--- src/rtl/mem_access_unit_pkg.sv ---
// Shared pipeline definitions for the MEM-stage data-memory access unit:
// FSM encodings, the rf_wesl load code, the timeout fill word and access helpers.
package mem_access_unit_pkg;

  typedef enum logic [1:0] {
    ST_IDLE = 2'b00,
    ST_WAIT = 2'b01,
    ST_DONE = 2'b10
  } mau_state_e;

  localparam logic [1:0]  RF_WESL_LOAD = 2'b01;
  localparam logic [31:0] TIMEOUT_FILL = 32'hDEAD_BEEF;
  localparam int unsigned WDOG_W       = 8;

  function automatic logic is_access(input logic       have_inst,
                                     input logic       dram_we,
                                     input logic [1:0] rf_wesl);
    return have_inst & (dram_we | (rf_wesl == RF_WESL_LOAD));
  endfunction

  function automatic logic is_aligned(input logic [31:0] addr);
    return (addr[1:0] == 2'b00);
  endfunction

endpackage

--- src/rtl/mem_access_unit_if.sv ---
// Data-memory request/completion channel between the MEM-stage access unit
// (master) and the data memory (slave).
interface mem_access_unit_if;

  logic        dram_req;
  logic        dram_we;
  logic [31:0] dram_addr;
  logic [31:0] dram_wdata;
  logic        dram_ack;
  logic [31:0] dram_rdata;

  modport master (
    output dram_req, dram_we, dram_addr, dram_wdata,
    input  dram_ack, dram_rdata
  );

  modport slave (
    input  dram_req, dram_we, dram_addr, dram_wdata,
    output dram_ack, dram_rdata
  );

endinterface

--- src/rtl/mem_acc_watchdog.sv ---
// WAIT-state watchdog for the access unit; only exists when MEM_ACC_TIMEOUT_EN
// is defined. expired_o fires in the TIMEOUT_CYC-th consecutive enabled cycle.
`ifdef MEM_ACC_TIMEOUT_EN
module mem_acc_watchdog
  import mem_access_unit_pkg::*;
#(
  parameter int unsigned TIMEOUT_CYC = 255
) (
  input  logic clk,
  input  logic rst_n,
  input  logic en_i,
  output logic expired_o
);

  localparam logic [WDOG_W-1:0] LAST_CNT = WDOG_W'(TIMEOUT_CYC - 1);

  logic [WDOG_W-1:0] cnt_q;
  logic [WDOG_W-1:0] cnt_d;

  // Count consecutive enabled cycles; any gap restarts from zero.
  always_comb begin
    cnt_d = cnt_q;
    if (en_i) begin
      cnt_d = cnt_q + WDOG_W'(1);
    end else begin
      cnt_d = '0;
    end
  end

  // Counter register.
  always_ff @(posedge clk or negedge rst_n) begin
    if (!rst_n) begin
      cnt_q <= '0;
    end else begin
      cnt_q <= cnt_d;
    end
  end

  assign expired_o = en_i & (cnt_q == LAST_CNT);

endmodule
`endif

--- src/rtl/mem_access_unit.sv ---
// MEM-stage data-memory access unit: stalls the pipeline for one request per
// load/store. Optional WAIT watchdog selected by macro MEM_ACC_TIMEOUT_EN.
module mem_access_unit
  import mem_access_unit_pkg::*;
#(
  parameter int unsigned TIMEOUT_CYC = 255
) (
  input  logic                     clk,
  input  logic                     rst_n,
  input  logic                     mem_have_inst,
  input  logic                     mem_dram_we,
  input  logic [1:0]               mem_rf_wesl,
  input  logic [31:0]              mem_aluC,
  input  logic [31:0]              mem_rd2,
  output logic                     stop,
  mem_access_unit_if.master        dram,
  output logic [31:0]              wb_rdata,
  output logic                     wb_rdata_vld,
  output logic                     acc_err
);

  mau_state_e  state_q, state_d;

  logic        acc_s, acc_ok_s, misalign_s, timeout_s, stop_s;
  logic        req_q, req_d;
  logic        we_q, we_d;
  logic [31:0] addr_q, addr_d;
  logic [31:0] wdata_q, wdata_d;
  logic        load_q, load_d;
  logic [31:0] rdata_q, rdata_d;
  logic        vld_q, vld_d;
  logic        err_q, err_d;

  assign acc_s      = is_access(mem_have_inst, mem_dram_we, mem_rf_wesl);
  assign acc_ok_s   = acc_s & is_aligned(mem_aluC);
  assign misalign_s = acc_s & ~is_aligned(mem_aluC);

  // Nothing to build for an out-of-range limit; the named block marks it in the hierarchy.
  if ((TIMEOUT_CYC < 2) || (TIMEOUT_CYC > 255)) begin : g_timeout_cyc_out_of_range
  end

`ifdef MEM_ACC_TIMEOUT_EN
  mem_acc_watchdog #(
    .TIMEOUT_CYC (TIMEOUT_CYC)
  ) u_watchdog (
    .clk       (clk),
    .rst_n     (rst_n),
    .en_i      (state_q == ST_WAIT),
    .expired_o (timeout_s)
  );
`else
  assign timeout_s = 1'b0;
`endif

  // FSM state register.
  always_ff @(posedge clk or negedge rst_n) begin
    if (!rst_n) begin
      state_q <= ST_IDLE;
    end else begin
      state_q <= state_d;
    end
  end

  // Next-state logic; DONE always returns to IDLE so a held instruction is not reissued.
  always_comb begin
    state_d = state_q;
    case (state_q)
      ST_IDLE: begin
        if (acc_ok_s) begin
          state_d = ST_WAIT;
        end else begin
          state_d = ST_IDLE;
        end
      end
      ST_WAIT: begin
        if (dram.dram_ack || timeout_s) begin
          state_d = ST_DONE;
        end else begin
          state_d = ST_WAIT;
        end
      end
      ST_DONE: state_d = ST_IDLE;
      default: state_d = ST_IDLE;
    endcase
  end

  // Output logic: combinational stall plus next values of the registered outputs.
  always_comb begin
    stop_s  = 1'b0;
    req_d   = req_q;
    we_d    = we_q;
    addr_d  = addr_q;
    wdata_d = wdata_q;
    load_d  = load_q;
    rdata_d = rdata_q;
    vld_d   = 1'b0;
    err_d   = 1'b0;
    case (state_q)
      ST_IDLE: begin
        if (acc_ok_s) begin
          // Request fields are captured once so they stay frozen for the whole WAIT.
          stop_s  = 1'b1;
          req_d   = 1'b1;
          we_d    = mem_dram_we;
          addr_d  = mem_aluC;
          wdata_d = mem_dram_we ? mem_rd2 : 32'h0000_0000;
          load_d  = ~mem_dram_we;
        end else begin
          req_d = 1'b0;
          err_d = misalign_s;
        end
      end
      ST_WAIT: begin
        stop_s = 1'b1;
        if (dram.dram_ack) begin
          req_d = 1'b0;
          vld_d = load_q;
          if (load_q) begin
            rdata_d = dram.dram_rdata;
          end else begin
            rdata_d = rdata_q;
          end
        end else if (timeout_s) begin
          req_d = 1'b0;
          err_d = 1'b1;
          vld_d = load_q;
          if (load_q) begin
            rdata_d = TIMEOUT_FILL;
          end else begin
            rdata_d = rdata_q;
          end
        end else begin
          req_d = 1'b1;
        end
      end
      ST_DONE: begin
        req_d = 1'b0;
      end
      default: begin
        req_d = 1'b0;
      end
    endcase
  end

  // Registered outputs and captured request fields.
  always_ff @(posedge clk or negedge rst_n) begin
    if (!rst_n) begin
      req_q   <= 1'b0;
      we_q    <= 1'b0;
      addr_q  <= 32'h0000_0000;
      wdata_q <= 32'h0000_0000;
      load_q  <= 1'b0;
      rdata_q <= 32'h0000_0000;
      vld_q   <= 1'b0;
      err_q   <= 1'b0;
    end else begin
      req_q   <= req_d;
      we_q    <= we_d;
      addr_q  <= addr_d;
      wdata_q <= wdata_d;
      load_q  <= load_d;
      rdata_q <= rdata_d;
      vld_q   <= vld_d;
      err_q   <= err_d;
    end
  end

  // Stall is gated by reset so it also reads 0 while rst_n is held low.
  assign stop            = stop_s & rst_n;
  assign dram.dram_req   = req_q;
  assign dram.dram_we    = we_q;
  assign dram.dram_addr  = addr_q;
  assign dram.dram_wdata = wdata_q;
  assign wb_rdata        = rdata_q;
  assign wb_rdata_vld    = vld_q;
  assign acc_err         = err_q;

endmodule

--- src/flat_wrapper.sv ---
// flat-port wrapper written by rule: the top's interface ports become plain ports
module mem_access_unit_flat import mem_access_unit_pkg::*;
#(
  parameter int unsigned TIMEOUT_CYC = 255
)
  (clk, rst_n, mem_have_inst, mem_dram_we, mem_rf_wesl, mem_aluC, mem_rd2, stop, wb_rdata, wb_rdata_vld, acc_err, dram_dram_req, dram_dram_we, dram_dram_addr, dram_dram_wdata, dram_dram_ack, dram_dram_rdata);
  mem_access_unit_if dram_i ();
  input  logic clk;
  input  logic rst_n;
  input  logic mem_have_inst;
  input  logic mem_dram_we;
  input  logic [1:0] mem_rf_wesl;
  input  logic [31:0] mem_aluC;
  input  logic [31:0] mem_rd2;
  output logic stop;
  output logic [31:0] wb_rdata;
  output logic wb_rdata_vld;
  output logic acc_err;
  output wire logic [$bits(dram_i.dram_req)-1:0] dram_dram_req;
  output wire logic [$bits(dram_i.dram_we)-1:0] dram_dram_we;
  output wire logic [$bits(dram_i.dram_addr)-1:0] dram_dram_addr;
  output wire logic [$bits(dram_i.dram_wdata)-1:0] dram_dram_wdata;
  input wire logic [$bits(dram_i.dram_ack)-1:0] dram_dram_ack;
  input wire logic [$bits(dram_i.dram_rdata)-1:0] dram_dram_rdata;
  assign dram_dram_req = dram_i.dram_req;
  assign dram_dram_we = dram_i.dram_we;
  assign dram_dram_addr = dram_i.dram_addr;
  assign dram_dram_wdata = dram_i.dram_wdata;
  assign dram_i.dram_ack = dram_dram_ack;
  assign dram_i.dram_rdata = dram_dram_rdata;
  mem_access_unit #(.TIMEOUT_CYC(TIMEOUT_CYC)) u_core (.clk(clk), .rst_n(rst_n), .mem_have_inst(mem_have_inst), .mem_dram_we(mem_dram_we), .mem_rf_wesl(mem_rf_wesl), .mem_aluC(mem_aluC), .mem_rd2(mem_rd2), .stop(stop), .dram(dram_i), .wb_rdata(wb_rdata), .wb_rdata_vld(wb_rdata_vld), .acc_err(acc_err));
endmodule
--- config.mk ---
export PLATFORM = sky130hd
export DESIGN_NAME = mem_access_unit_flat
export DESIGN_NICKNAME = d
export VERILOG_FILES = /design/src/rtl/mem_access_unit_pkg.sv /design/src/rtl/mem_access_unit_if.sv /design/src/rtl/mem_acc_watchdog.sv /design/src/rtl/mem_access_unit.sv /design/src/flat_wrapper.sv
export SDC_FILE = /design/constraint.sdc
export NUM_CORES = 1
export LEC_CHECK = 0
export CAP_MARGIN = 20
export CORE_MARGIN = 3
export CORE_UTILIZATION = 42
export CTS_CLUSTER_DIAMETER = 120
export DETAILED_ROUTE_END_ITERATION = 12
export PLACE_DENSITY = 0.83
export SYNTH_ARGS = -nofsm -noshare
export SYNTH_HDL_FRONTEND = slang
export SYNTH_SLANG_ARGS = --single-unit
--- constraint.sdc ---
create_clock -name clk -period 3.16 [get_ports clk]
set_input_delay 0.632 -clock clk [delete_from_list [all_inputs] [get_ports clk]]
set_output_delay 0.632 -clock clk [all_outputs]
set_load 0.03 [all_outputs]
==> results of run 1 <==
how the worst max path moves through the flow:
| stage | startpoint | end | slack, ns | cells past startpoint |
|---|---|---|---|---|
| after floorplan | mem_aluC[1] | stop | 1.05 | 3 |
| after global placement | mem_have_inst | stop | 0.25 | 5 |
| after CTS | mem_have_inst | stop | 0.19 | 5 |
| after global routing | mem_have_inst | stop | 0.09 | 5 |
| after detailed placement | mem_have_inst | stop | 0.20 | 5 |
| final | mem_have_inst | stop | 0.20 | 5 |
worst max-delay path, cell delays in order:
cell	delay, ns
clkdlybuf4s50_1	0.47
nor3b_2	0.24
o21ai_0	0.13
a21oi_1	0.16
clkdlybuf4s50_1	0.68
synth_stat cells, types with 2 or more instances:
master    count
buf_6         2
dfrtp_1     102
o211ai_1      2
nor2_1        4
inv_1         2
mux2_4        4
and2_1        2
mux2_2       58
buf_2        12
a22o_1       32
state kept, by name, summed over array words and instances (netlist names):
register and flops:
u_core.acc_err 1, u_core.dram.dram_addr 32, u_core.dram.dram_req 1, u_core.dram.dram_wdata 32
u_core.dram.dram_we 1, u_core.load_q 1, u_core.state_q 1, u_core.wb_rdata 32
u_core.wb_rdata_vld 1
per-layer routing:
metal / share of wire (%) / track usage (%)
met1: 39 / 23.9
met2: 50 / 33.3
met3: 9.4 / 6.51
met4: 1.9 / 6.42
met5: 0 / 0
kinds of logic (layout without fill, tap and decap cells):
| kind of cell | after synthesis | count (layout) | share of synthesized area, % |
|---|---|---|---|
| compound gates | 39 | 39 | 8.70 |
| simple gates | 12 | 12 | 1.90 |
| flops | 102 | 102 | 68.0 |
| buf+inv | 16 | 227 | 2.40 |
| mux | 62 | 62 | 19.0 |
cell type report:
| cell class | instances | area share, % |
|---|---|---|
| sequential | 102 | 42.0 |
| tap | 105 | 2.16 |
| timing repair buffer | 209 | 34.4 |
| inverter | 2 | 0.124 |
| multi-input combinational | 113 | 18.3 |
| clock inverter | 4 | 0.494 |
| clock buffer | 12 | 2.55 |
metrics by stage:
stage          instances  total power, uW  utilization, %  hold WS (ns)  cell area [um^2]
6_report             547             4610            71.8         0.397              6070
5_1_grt              547             4830            71.8         0.426              6070
4_1_cts              547             4670            71.8         0.402              6070
3_5_place_dp         531             3890            69.6         0.469              5890
3_3_place_gp         531             3840            69.6         0.461              5890
2_1_floorplan        231             2900               -         0.336              3750
report_power, final:
| part | switching [uW] | leakage (uW) | internal (uW) | total [uW] |
|---|---|---|---|---|
| Combinational | 1040 | 0.00130 | 959 | 2000 |
| Clock | 435 | 0.0000930 | 334 | 769 |
| Sequential | 184 | 0.00129 | 1660 | 1840 |
| Total | 1660 | 0.00268 | 2950 | 4610 |
==> results_dict.tcl, run 1 <==
set metrics [dict create \
    status "completed" \
    hold_path.class "input port to asynchronous set/reset pin" \
    core_area_mm2 0.00846 \
    drv_slew 0 \
    fin_ws_ns 0.198 \
    critPathCaptureType "primary output" \
    r2r-start "u_core.state_q[1]$_DFF_PN0_" \
    netlist_top_cells_area "dfrtp_1, mux2_2, a22o_1" \
    pre_cts_ws_ns 0.201 \
    finalSetupViolCount 0 \
    layout_common_cells "clkdlybuf4s50_1, dfrtp_1, mux2_2" \
    grt_overflow 0 \
    crit_type "input port to primary output" \
    worstPathRequired_ns 2.53 \
    critPathArrivalTime_ns 2.33 \
    routed_via_density 5.03 \
    synth_top_flop_cell "dfrtp_1" \
    port-buffer-count 203 \
    p_leak_uw 0.00268 \
    track_usage_pct 19.7 \
    cts.sinks 102 \
    boundaryPins 204 \
    rows 33 \
    layout_commonest_cell "clkdlybuf4s50_1" \
    syn-num-nets 334 \
    rsz0062_at_grt "false" \
    async_flop_share_pct 100 \
    drive_above_1_share_pct 19.2 \
    clk_latency_ns 0.35 \
    ctsHoldBuffers 0 \
    root_buffer "clkbuf_8" \
    clockBufferDepth 2 \
    ys_types 21 \
    postRouteAntennaNets 0 \
    tns_ns 0 \
    die-area_mm2 0.0101 \
    wl_per_cell_um 17.9 \
    die_y_um 101 \
    antenna_found_initial 0 \
    finalCriticalPeriod_ns 2.96 \
    finalHoldViolCount 0 \
    postCtsResizedCells 0 \
    grt_pass1_vias 2992 \
    firstDrtPassIters 4 \
    yosys.area.top_type "dfrtp_1" \
    cts_tree "yes" \
    reg2reg_setup_slack_ns 1.55 \
    dp_hpwl_mm 7.42 \
    drt-total-wl_mm 9.78 \
    synth_edf_count 0 \
    peakVddDrop_mv 0.358 \
    drc_errors 0 \
    grt_pass1_wl_mm 15.5 \
    ff2ff_path_depth 4 \
    powerDensity_mw_per_mm2 759 \
    drv_cap 0 \
    place.gp.congestion 0.778 \
    path_max_fanout 4 \
    synth_area_mm2 0.00375 \
    worst_pin_slew_ns 0.654 \
    synth_seq_area_share_pct 68.0 \
    path_clk_slew_ns 0.10 \
    fin_worst_skew_ns 0.0133 \
    start_kind "input port" \
    vias 2750 \
    synth_top_area_share_pct 68.0 \
    regArea_mm2 0.00255 \
    regToRegEndpoint "u_core.dram.dram_addr[30]$_DFFE_PN0P_" \
    numCtsBuffers 9 \
    layout.nets 540 \
    cts_setup_buffers 0 \
    antennaDiodeCount 0 \
    syn_to_final_growth_pct 61.8 \
    avgSynthCellArea_um2 16.2 \
    fmax_mhz 338 \
    drt-initial-drc-count 81 \
    fp.dieW_um 101 \
    h-tree-depth 3 \
    ys_warn_count 0 \
    grt_max_degree 55 \
    post-route-period-util_pct 93.7 \
    slew_headroom_pct 56.4 \
    multi_input_area_mm2 0.00111 \
    fillers 583 \
    initial_core_util_pct 44.3 \
    syn_inst 231 \
    ys_seq_elements 102 \
]
Power figures use the tool's default switching activity.
==> inputs of run 2 (changes only) <==
Settings changed: CORE_MARGIN 3 to 2.
==> run 2 against run 1 <==
Effect of this change:
- design area is 0.37% higher
- largest cell class unchanged
- combinational power barely moved
- sequential power about the same
- die area decreased by 3.9%
- clock power up 8.8%
- highest routed layer unchanged
==> results_dict.tcl, run 2 (synthesis gave the netlist of run 1 again) <==
set metrics [dict create \
    fp.dieW_um 98.5 \
    hold_path.class "input port to asynchronous set/reset pin" \
    fin_worst_skew_ns 0.0164 \
    post-route-period-util_pct 94.7 \
    critPathSlowestCell "clkdlybuf4s50_1" \
    layout_common_cells "clkdlybuf4s50_1, dfrtp_1, mux2_2" \
    worstPathRequired_ns 2.53 \
    cts_tree "yes" \
    wl_per_cell_um 17.4 \
    root_buffer "clkbuf_8" \
    crit_path_frequent_cell "clkdlybuf4s50_1" \
    initial_core_util_pct 43.3 \
    clockBufferDepth 2 \
    die-area_mm2 0.00971 \
    grt_overflow 0 \
    p_leak_uw 0.00269 \
    grt_pass1_vias 3010 \
    place.gp.congestion 0.775 \
    drive_above_1_share_pct 19.5 \
    path_max_fanout 4 \
    cp_cell_sequence "clkdlybuf4s50_1 -> nor3b_2 -> o21ai_0 -> a21oi_1 -> clkdlybuf4s50_1" \
    cts.sinks 102 \
    firstDrtPassIters 4 \
    critPathArrivalTime_ns 2.36 \
    fmax_mhz 334 \
    port-buffer-count 203 \
    finalSetupViolCount 0 \
    drc_errors 0 \
    critPathCaptureType "primary output" \
    slew_headroom_pct 55.6 \
    tns_ns 0 \
    antenna_found_initial 0 \
    ctsHoldBuffers 0 \
    path_clk_slew_ns 0.10 \
    die_y_um 98.5 \
    drv_slew 0 \
    multi_input_area_mm2 0.00111 \
    vias 2736 \
    start_kind "input port" \
    fillers 598 \
    postRouteAntennaNets 0 \
    core_area_mm2 0.00868 \
    regArea_mm2 0.00255 \
    track_usage_pct 19.8 \
    rsz0062_at_grt "false" \
    postCtsResizedCells 0 \
    syn_to_final_growth_pct 62.4 \
    fin_ws_ns 0.167 \
    pre_cts_ws_ns 0.166 \
    slowest_delay_ns 0.69 \
    drv_cap 0 \
    crit_type "input port to primary output" \
    powerDensity_mw_per_mm2 766 \
    numCtsBuffers 9 \
    worst_pin_slew_ns 0.666 \
    layout.nets 540 \
    reg2reg_setup_slack_ns 1.58 \
    drt-initial-drc-count 86 \
    layout_commonest_cell "clkdlybuf4s50_1" \
    dp_hpwl_mm 7.07 \
    status "completed" \
    path_buf_inv 2 \
    routed_via_density 4.97 \
    critical-path-top-delay-family "buffers and inverters" \
    grt_max_degree 55 \
    boundaryPins 204 \
    finalCriticalPeriod_ns 2.99 \
    rows 34 \
    grt_pass1_wl_mm 15.1 \
    peakVddDrop_mv 0.386 \
    power_uw 4670 \
    drt-total-wl_mm 9.55 \
    clk_latency_ns 0.35 \
    h-tree-depth 3 \
    cts_setup_buffers 0 \
    antennaDiodeCount 0 \
    finalHoldViolCount 0 \
]
## run 2: changes by cell type in the layout (fill, tap and decap cells not counted), sizes merged
| cell | change |
|---|---|
| clkbuf | -3 |
| bufinv | +1 |
| inv | +2 |
## run 2: per-stage QoR
stage | std cells | area (um^2) | hold WS (ns) | utilization, %
after floorplan | 231 | 3750 | 0.336 | -
final | 550 | 6100 | 0.386 | 70.3
after global placement | 534 | 5890 | 0.460 | 67.9
after global routing | 550 | 6100 | 0.429 | 70.3
after detailed placement | 534 | 5890 | 0.478 | 67.9
after CTS | 550 | 6100 | 0.401 | 70.3
## run 2: metal layers
layer / vias to the layer above / wire length [um] / global-route usage [%]
li1: 1243 / - / -
met1: 1349 / 3710 / 23.0
met2: 128 / 4810 / 34.7
met3: 16 / 824 / 5.74
met4: 0 / 210 / 7.69
met5: - / 0 / 0
## run 2: final timing paths
kind                                                       from                               endpoint  cells past startpoint
worst min register to register  u_core.dram.dram_we$_DFFE_PN0P_        u_core.dram.dram_we$_DFFE_PN0P_                      1
max in group asynchronous                                 rst_n        u_core.wb_rdata[10]$_DFFE_PN0P_                      3
worst min-delay path                                      rst_n  u_core.dram.dram_addr[13]$_DFFE_PN0P_                      2
worst max register to register   u_core.dram.dram_req$_DFF_PN0_  u_core.dram.dram_addr[29]$_DFFE_PN0P_                      4
worst max-delay path                                mem_aluC[1]                                   stop                      5
min in group clk                u_core.dram.dram_we$_DFFE_PN0P_        u_core.dram.dram_we$_DFFE_PN0P_                      1
## run 2: layout make-up
| type | instances | area share (%) |
|---|---|---|
| sequential | 102 | 41.9 |
| tap | 108 | 2.22 |
| timing repair buffer | 209 | 34.2 |
| multi-input combinational | 113 | 18.2 |
| inverter | 2 | 0.123 |
| clock inverter | 7 | 1.31 |
| clock buffer | 9 | 2.03 |
## run 2: power by group
part	internal, uW	leakage [uW]	switching, uW
Combinational	959	0.00130	1040
Clock	378	0.000102	459
Sequential	1650	0.00129	177
